## src/rtl/pool_window_seq.sv

```systemverilog
// Window-order frame source for max-pool: walks a row-major feature map in SRAM
// one POOLxPOOL window at a time and frames each element for the pooling unit.
module pool_window_seq #(
    parameter int WD        = 8,
    parameter int INPUT_NUM = 6,
    parameter int FMAP_W    = 28,
    parameter int FMAP_H    = 28,
    parameter int POOL      = 2,
    parameter int ADDR_W    = 10
) (
    input  logic                    clk,
    input  logic                    rst_n,
    input  logic                    start,
    input  logic                    clear,
    output logic                    busy,
    output logic                    done,
    output logic                    rd_en,
    output logic [ADDR_W-1:0]       rd_addr,
    input  logic [WD*INPUT_NUM-1:0] rd_data,
    output logic                    aa_en,
    output logic                    aa_first_data,
    output logic                    aa_last_data,
    output logic [WD*INPUT_NUM-1:0] data_o
);

    localparam int NWX = FMAP_W / POOL;
    localparam int NWY = FMAP_H / POOL;
    localparam int KW  = (POOL > 1) ? $clog2(POOL) : 1;
    localparam int XW  = (NWX > 1) ? $clog2(NWX) : 1;
    localparam int YW  = (NWY > 1) ? $clog2(NWY) : 1;

    localparam logic [KW-1:0] K_MAX = KW'(POOL - 1);
    localparam logic [XW-1:0] X_MAX = XW'(NWX - 1);
    localparam logic [YW-1:0] Y_MAX = YW'(NWY - 1);

    typedef enum logic [1:0] {IDLE, RUN, DRAIN, DONE} state_t;

    state_t        state;
    state_t        state_nxt;
    logic [KW-1:0] kx;
    logic [KW-1:0] ky;
    logic [XW-1:0] wx;
    logic [YW-1:0] wy;
    logic          kx_wrap;
    logic          ky_wrap;
    logic          wx_wrap;
    logic          wy_wrap;
    logic          last_read;

    assign kx_wrap   = (kx == K_MAX);
    assign ky_wrap   = (ky == K_MAX);
    assign wx_wrap   = (wx == X_MAX);
    assign wy_wrap   = (wy == Y_MAX);
    assign last_read = kx_wrap && ky_wrap && wx_wrap && wy_wrap;

    always_ff @(posedge clk or negedge rst_n) begin
        if (!rst_n) begin
            state <= IDLE;
        end else begin
            state <= state_nxt;
        end
    end

    always_comb begin
        state_nxt = state;
        rd_en     = 1'b0;
        busy      = 1'b0;
        done      = 1'b0;
        case (state)
            IDLE: begin
                if (start) begin
                    state_nxt = RUN;
                end
            end
            RUN: begin
                rd_en = 1'b1;
                busy  = 1'b1;
                if (last_read) begin
                    state_nxt = DRAIN;
                end
            end
            DRAIN: begin
                busy      = 1'b1;
                state_nxt = DONE;
            end
            DONE: begin
                done      = 1'b1;
                state_nxt = IDLE;
            end
            default: begin
                state_nxt = IDLE;
            end
        endcase
        if (clear) begin
            state_nxt = IDLE;
        end
    end

    // Counters freeze on the final read so rd_addr keeps pointing at it afterwards.
    always_ff @(posedge clk or negedge rst_n) begin
        if (!rst_n) begin
            kx <= '0;
            ky <= '0;
            wx <= '0;
            wy <= '0;
        end else if (clear || (state == IDLE && start)) begin
            kx <= '0;
            ky <= '0;
            wx <= '0;
            wy <= '0;
        end else if (state == RUN && !last_read) begin
            if (!kx_wrap) begin
                kx <= kx + KW'(1);
            end else begin
                kx <= '0;
                if (!ky_wrap) begin
                    ky <= ky + KW'(1);
                end else begin
                    ky <= '0;
                    if (!wx_wrap) begin
                        wx <= wx + XW'(1);
                    end else begin
                        wx <= '0;
                        wy <= wy + YW'(1);
                    end
                end
            end
        end
    end

    assign rd_addr = ADDR_W'((int'(wy) * POOL + int'(ky)) * FMAP_W
                             + int'(wx) * POOL + int'(kx));

    // Framing is delayed one cycle to line up with the SRAM read latency.
    always_ff @(posedge clk or negedge rst_n) begin
        if (!rst_n) begin
            aa_en         <= 1'b0;
            aa_first_data <= 1'b0;
            aa_last_data  <= 1'b0;
        end else if (clear) begin
            aa_en         <= 1'b0;
            aa_first_data <= 1'b0;
            aa_last_data  <= 1'b0;
        end else begin
            aa_en         <= rd_en;
            aa_first_data <= rd_en && (kx == '0) && (ky == '0);
            aa_last_data  <= rd_en && kx_wrap && ky_wrap;
        end
    end

    assign data_o = aa_en ? rd_data : '0;

endmodule

```

## config.mk

```make
export PLATFORM = sky130hd
export DESIGN_NAME = pool_window_seq
export DESIGN_NICKNAME = d
export VERILOG_FILES = /design/src/rtl/pool_window_seq.sv
export SDC_FILE = /design/constraint.sdc
export NUM_CORES = 1
export LEC_CHECK = 0
export CAP_MARGIN = 20
export CELL_PAD_IN_SITES_DETAIL_PLACEMENT = 0
export CELL_PAD_IN_SITES_GLOBAL_PLACEMENT = 2
export CORE_MARGIN = 4
export CORE_UTILIZATION = 16
export CTS_CLUSTER_SIZE = 20
export DETAILED_ROUTE_END_ITERATION = 12
export PLACE_DENSITY = 0.76
export SYNTH_ARGS = -nofsm -noshare
export SYNTH_HDL_FRONTEND = slang
export SYNTH_SLANG_ARGS = --single-unit
export TNS_END_PERCENT = 20
```

## constraint.sdc

```tcl
create_clock -name clk -period 2.9 [get_ports clk]
set_clock_uncertainty 0.1 [all_clocks]
set_input_delay 0.58 -clock clk [delete_from_list [all_inputs] [get_ports clk]]
set_output_delay 0.58 -clock clk [all_outputs]
set_load 0.02 [all_outputs]
```

* Yosys cells after proc, flatten, opt, wreduce, memory -nomap -nowiden
Index checks and enable logic that the tools add are counted.
** Word-level totals
- Flip-flop bits (word level) :: 15
- Input bits :: 52
- Output and inout bits :: 64
- Logic and storage cells :: 74
** Cells by class
- Add/subtract/negate cells :: 7
- $mul :: 1
- Eq/ne operators :: 7
- Muxes and demuxes :: 28
- Bitwise logic cells :: 2
- Reduce and logical (&&, ||, !) cells :: 21
** Operators with widths (count)
- 2-to-1 mux 48 bit :: 1
- 2-to-1 mux 4 bit :: 10
- 2-to-1 mux 1 bit :: 13
- adder 10 x 1 -> 10 bit :: 1
- adder 10 x 5 -> 10 bit :: 1
- logical AND 1 bit :: 9
- adder 4 x 1 -> 4 bit (second input constant) :: 2
- equality test 4 bit (second input constant) :: 2
- multiplier 6 x 3 -> 8 bit (second input constant) :: 1
- case mux 2 bit (4 select lines) :: 1
- nonzero test 2 bit :: 4
- adder 5 x 1 -> 6 bit :: 1
- 2-to-1 mux 2 bit :: 3
- inequality test 3 bit (second input constant) :: 2
- equality test 2 bit (second input constant) :: 2
- AND reduction 2 bit :: 2
- AND reduction 4 bit :: 1
- AND reduction 3 bit :: 1
- adder 1 bit (second input constant) :: 2
- equality test 2 x 1 -> 1 bit (second input constant) :: 1
- logical NOT 2 bit :: 1
- NOT 1 bit :: 2
- OR reduction 2 bit :: 1
- logical NOT 1 bit :: 1
- logical OR 1 bit :: 1

* Logic depth before layout (Yosys ltp)
- Depth in word-level cells :: 7
- Depth in mapped cells :: 11
- Depth with buffers taken out :: 11

* Least setup slack after synthesis
Ideal clock, no wire load.
- Path kind :: flip-flop to output port
- From :: register wy[1]
- To :: output rd_addr[9]
- Arrival :: 2.605 ns
- Required time :: 2.220 ns
- Setup slack :: -0.385 ns
- Cell stages (with the launch flop) :: 10
- Buffers on the path :: 0
- Cells stage by stage :: dfrtp_1 inv_1 fa_1 inv_1 ha_1 inv_1 fa_1 nor3_1 nand4_1 xor2_1
** On the way
- Cells in the longest elaborated chain, start to end :: 4
** RTL lines
- start: declaration :: RTL line 43 : logic [YW-1:0] wy;
- start signal: assignment :: RTL line 124 : wy <= wy + YW'(1);
- adder 5 x 1 -> 6 bit :: RTL line 131 : assign rd_addr = ADDR_W'((int'(wy) * POOL + int'(ky)) * FMAP_W
- multiplier 6 x 3 -> 8 bit :: RTL line 131
- adder 10 x 5 -> 10 bit :: RTL line 132 : + int'(wx) * POOL + int'(kx));
- adder 10 x 1 -> 10 bit :: RTL line 132
- end: declaration :: RTL line 18 : output logic [ADDR_W-1:0] rd_addr,
Every way passes these cells.

* Final worst setup path
Ends and elaborated chain as after synthesis.

==> metrics.txt <==
# TYPE chip_impl_metric gauge
chip_impl_metric{name="worstPathArrival",unit="ns"} 2.77
chip_impl_metric{name="area.sequential",unit="sq um"} 378
chip_impl_metric{name="finalMaxSlewViolations",unit=""} 0
chip_impl_metric{name="post_route_drc",unit=""} 0
chip_impl_metric{name="clock_sink_count",unit=""} 15
chip_impl_metric{name="tritoncts.num_buffers",unit=""} 3
chip_impl_metric{name="wl",unit="microns"} 5590
chip_impl_metric{name="vias",unit=""} 1738
chip_impl_metric{name="mappedNetlistNets",unit=""} 262
chip_impl_metric{name="fillCellCount",unit=""} 1065
chip_impl_info{name="critical-path-top-cell-by-count",value="buf_6"} 1
chip_impl_info{name="crit_path_top_delay_cell",value="fa_1"} 1
chip_impl_metric{name="ff2ff_setup_slack",unit="ns"} 0.98
chip_impl_info{name="timing.critical_path.from",value="wy[1]$_DFFE_PN0P_"} 1
chip_impl_metric{name="die_w",unit="microns"} 109
chip_impl_metric{name="worst_slew_pin_slew",unit="ns"} 0.734
chip_impl_info{name="synth_largest_area_cell",value="dfrtp_1"} 1
chip_impl_metric{name="multiInputGateArea",unit="sq mm"} 0.00125
chip_impl_info{name="rr_endpoint",value="wy[3]$_DFFE_PN0P_"} 1
chip_impl_metric{name="irDropWorstVdd",unit="mV"} 0.185
chip_impl_metric{name="start_util",unit=""} 0.165
chip_impl_metric{name="async_flop_share",unit=""} 1.00
chip_impl_metric{name="first_pass_iters",unit=""} 4
chip_impl_metric{name="p_per_area",unit="mW/mm^2"} 389
chip_impl_info{name="end_point_of_the_critical_path",value="rd_addr[9]"} 1
chip_impl_info{name="critical_path_class",value="reg2out"} 1
chip_impl_info{name="failed_checks",value="setup timing"} 1
chip_impl_metric{name="clk_pin_slew",unit="ns"} 0.06
chip_impl_metric{name="ant_nets",unit=""} 0
chip_impl_metric{name="critical_path_depth",unit=""} 10
chip_impl_metric{name="finalWorstSetupSlack",unit="ns"} -0.545
chip_impl_metric{name="detailed_place.area",unit="sq mm"} 0.00314
chip_impl_info{name="endpoint_kind",value="output port"} 1
chip_impl_metric{name="synthDominantCellAreaShare",unit=""} 0.231
chip_impl_metric{name="postCtsHoldBufs",unit=""} 0
chip_impl_metric{name="post-route-util",unit=""} 0.331
chip_impl_info{name="post-synth-top-count-cell",value="and2_1"} 1
chip_impl_metric{name="finalNetCount",unit=""} 400
chip_impl_metric{name="instance_count_of_the_mapped_netlist",unit=""} 184
chip_impl_metric{name="max_freq",unit="MHz"} 290
chip_impl_metric{name="share_of_cells_above_drive_strength_1",unit=""} 0.199
chip_impl_metric{name="final_area",unit="sq mm"} 0.00325
chip_impl_info{name="timing.hold.worst.class",value="reg2reg"} 1
chip_impl_metric{name="num_io_pins",unit=""} 116
chip_impl_metric{name="placed_cells",unit=""} 448
chip_impl_metric{name="global_route_wire_length_before_repair",unit="microns"} 8260
chip_impl_metric{name="critical_path.max_stage_delay",unit="ns"} 0.57
chip_impl_metric{name="setup_viol_count_final",unit=""} 5
chip_impl_metric{name="total_buffers_and_inverters_traversed_by_the_critical_path",unit=""} 3
chip_impl_metric{name="drt_iter0_drc",unit=""} 47
chip_impl_metric{name="row_count",unit=""} 36
chip_impl_metric{name="cap_viol_max_count",unit=""} 0
chip_impl_info{name="synth_top_cells_by_count",value="and2_1 (49), ha_1 (20), inv_1 (17)"} 1
chip_impl_info{name="ys.flop_type",value="dfrtp_1"} 1
chip_impl_metric{name="worst_skew_pair_latency",unit="ns"} 0.24
chip_impl_metric{name="design.core.area",unit="sq mm"} 0.00982
chip_impl_info{name="synth.top_cells.by_area",value="dfrtp_1 (23%), and2_1 (19%), ha_1 (15%)"} 1
chip_impl_metric{name="synth_sequential_area_ratio",unit=""} 0.231
chip_impl_info{name="clk_root_buffer_cell",value="clkbuf_8"} 1
chip_impl_metric{name="synth.lib_cells_used.distinct",unit=""} 35
chip_impl_metric{name="htreeDepth",unit=""} 1
chip_impl_metric{name="reg2reg_depth",unit=""} 8
chip_impl_info{name="gate_family_responsible_for_the_most_delay_along_the_worst_path",value="adder cells"} 1
chip_impl_metric{name="wl_per_cell",unit="microns"} 12.3
chip_impl_metric{name="routed_via_density",unit=""} 3.83
chip_impl_metric{name="synth_edf_count",unit=""} 0
chip_impl_info{name="run_status",value="complete, but fails checks"} 1
chip_impl_metric{name="die_height",unit="microns"} 109
chip_impl_metric{name="stdcell_count",unit=""} 454
chip_impl_metric{name="average_cell_area_after_synthesis",unit="sq um"} 8.83
chip_impl_metric{name="synth_area",unit="sq mm"} 0.00162
chip_impl_metric{name="routabilityCongestion",unit=""} 0.765
chip_impl_metric{name="initial_antenna_violation_count",unit=""} 0
chip_impl_metric{name="die_area",unit="sq mm"} 0.0118
chip_impl_metric{name="leakage",unit="nW"} 1.42
chip_impl_metric{name="io_buffer_count",unit=""} 115
chip_impl_metric{name="grt_pass1_vias",unit=""} 1713
chip_impl_metric{name="finalCriticalPeriod",unit="ns"} 3.45
chip_impl_metric{name="layout-area-overhead-vs-synth",unit="%"} 100
chip_impl_metric{name="grt-ovfl-total",unit=""} 0
chip_impl_metric{name="worstPathMaxFanout",unit=""} 2
chip_impl_metric{name="final_period_utilization",unit=""} 1.19
chip_impl_metric{name="grt_max_degree",unit=""} 50
chip_impl_metric{name="finalHoldViolCount",unit=""} 0
chip_impl_metric{name="ys_seq_elements",unit=""} 15
chip_impl_metric{name="antenna-diode-count",unit=""} 0
chip_impl_metric{name="track_usage",unit=""} 0.0867
chip_impl_info{name="clock_tree_from_tritoncts",value="done"} 1
chip_impl_info{name="timing.critical_path.from_type",value="register"} 1
chip_impl_metric{name="cts_max_path_buffers",unit=""} 2
chip_impl_metric{name="detailedPlacementHpwl",unit="microns"} 4890
chip_impl_metric{name="timing.critical_path.required",unit="ns"} 2.22
chip_impl_metric{name="maxSlewHeadroom",unit=""} 0.509
chip_impl_metric{name="synth.yosys.warnings",unit=""} 0
chip_impl_info{name="critical_path.reg2reg.startpoint",value="wy[0]$_DFFE_PN0P_"} 1
chip_impl_info{name="cp_cell_sequence",value="buf_6, fa_1, inv_2, fa_2, nand2b_4, a21oi_4, or3_4, nand4_1, xor2_2, buf_6"} 1
chip_impl_info{name="grt_setup_unrepaired",value="yes"} 1
flip-flops by register name (all words and copies together) (netlist names):
| register | flops |
|---|---|
| wx | 4 |
| aa_last_data | 1 |
| aa_en | 1 |
| wy | 4 |
| state | 2 |
| aa_first_data | 1 |
| kx | 1 |
| ky | 1 |
cells by family (layout without fill, tap and decap cells):
kind of cell,count (synthesis),in the layout,share of synthesized area
and+or+nand+nor,83,83,0.300
muxes,1,1,0.00616
AOI/OAI and AO/OA,20,20,0.0925
DFF,15,15,0.231
adders and majority gates,26,26,0.228
xor gates and xnor gates,14,14,0.0755
buffers and inverters,25,162,0.0670
worst min path at each step:
stage / from / endpoint / slack [ns] / depth (start not counted)
floorplan: rst_n / aa_en$_DFF_PN0_ / 0.18 / 0
global placement: kx$_DFFE_PN0P_ / aa_first_data$_DFF_PN0_ / 0.43 / 1
detailed placement: kx$_DFFE_PN0P_ / aa_first_data$_DFF_PN0_ / 0.43 / 1
CTS: kx$_DFFE_PN0P_ / aa_first_data$_DFF_PN0_ / 0.44 / 1
global route: kx$_DFFE_PN0P_ / aa_first_data$_DFF_PN0_ / 0.46 / 1
finish: kx$_DFFE_PN0P_ / aa_first_data$_DFF_PN0_ / 0.43 / 1
cell usage in the layout (no fill, tap or decap), drive strengths merged:
cell type / instances
clkbuf: 3
nor3: 4
or3: 2
ha: 20
dlygate4sd2: 1
xor2: 7
nand4: 1
nand3: 4
mux2i: 1
a221oi: 1
xnor2: 7
clkdlybuf4s50: 108
clkinv: 1
a21o: 3
and3: 1
o31ai: 2
nor2: 12
nand2: 6
o21ai: 6
fa: 6
nor2b: 1
o21bai: 1
a21oi: 5
a211oi: 1
clkdlybuf4s15: 1
nor3b: 1
buf: 31
and2: 49
dfrtp: 15
a31oi: 1
inv: 17
nand2b: 2
layout make-up:
type | count | share of cell area
timing repair buffer | 141 | 0.414
multi-input combinational | 144 | 0.384
sequential | 15 | 0.116
tap | 133 | 0.0512
inverter | 17 | 0.0196
clock buffer | 3 | 0.0127
clock inverter | 1 | 0.00154
stage by stage:
| step | power [mW] | setup slack [ns] | TNS (ns) | hold slack [ns] |
|---|---|---|---|---|
| 3_3_place_gp | 1.12 | -0.670 | -3.17 | 0.431 |
| 5_1_grt | 1.35 | -0.670 | -2.63 | 0.465 |
| 6_report | 1.27 | -0.545 | -1.98 | 0.431 |
| 2_1_floorplan | 0.718 | -0.192 | -0.534 | 0.184 |
| 4_1_cts | 1.29 | -0.534 | -2.09 | 0.437 |
| 3_5_place_dp | 1.12 | -0.706 | -3.22 | 0.427 |
per-layer routing:
metal / vias to the layer above / global-route usage / routed length (microns)
met1: 799 / 0.0906 / 2040
met4: 0 / 0.00631 / 6
met5: - / 0 / 0
met3: 2 / 0.0367 / 774
li1: 852 / - / -
met2: 85 / 0.167 / 2770
power breakdown:
group	switching [mW]	internal [mW]
Sequential	0.0236	0.236
Clock	0.0714	0.0949
Combinational	0.424	0.416
Total	0.519	0.747
timing repair:
action                                  in CTS  in global routing
cloned                                       0                  0
resized for setup                           32                 10
endpoints found under the setup margin       7                  6
pin swaps                                    2                  6
setup buffers                                1                  1
Note: power is estimated with default switching activity, not from simulation.
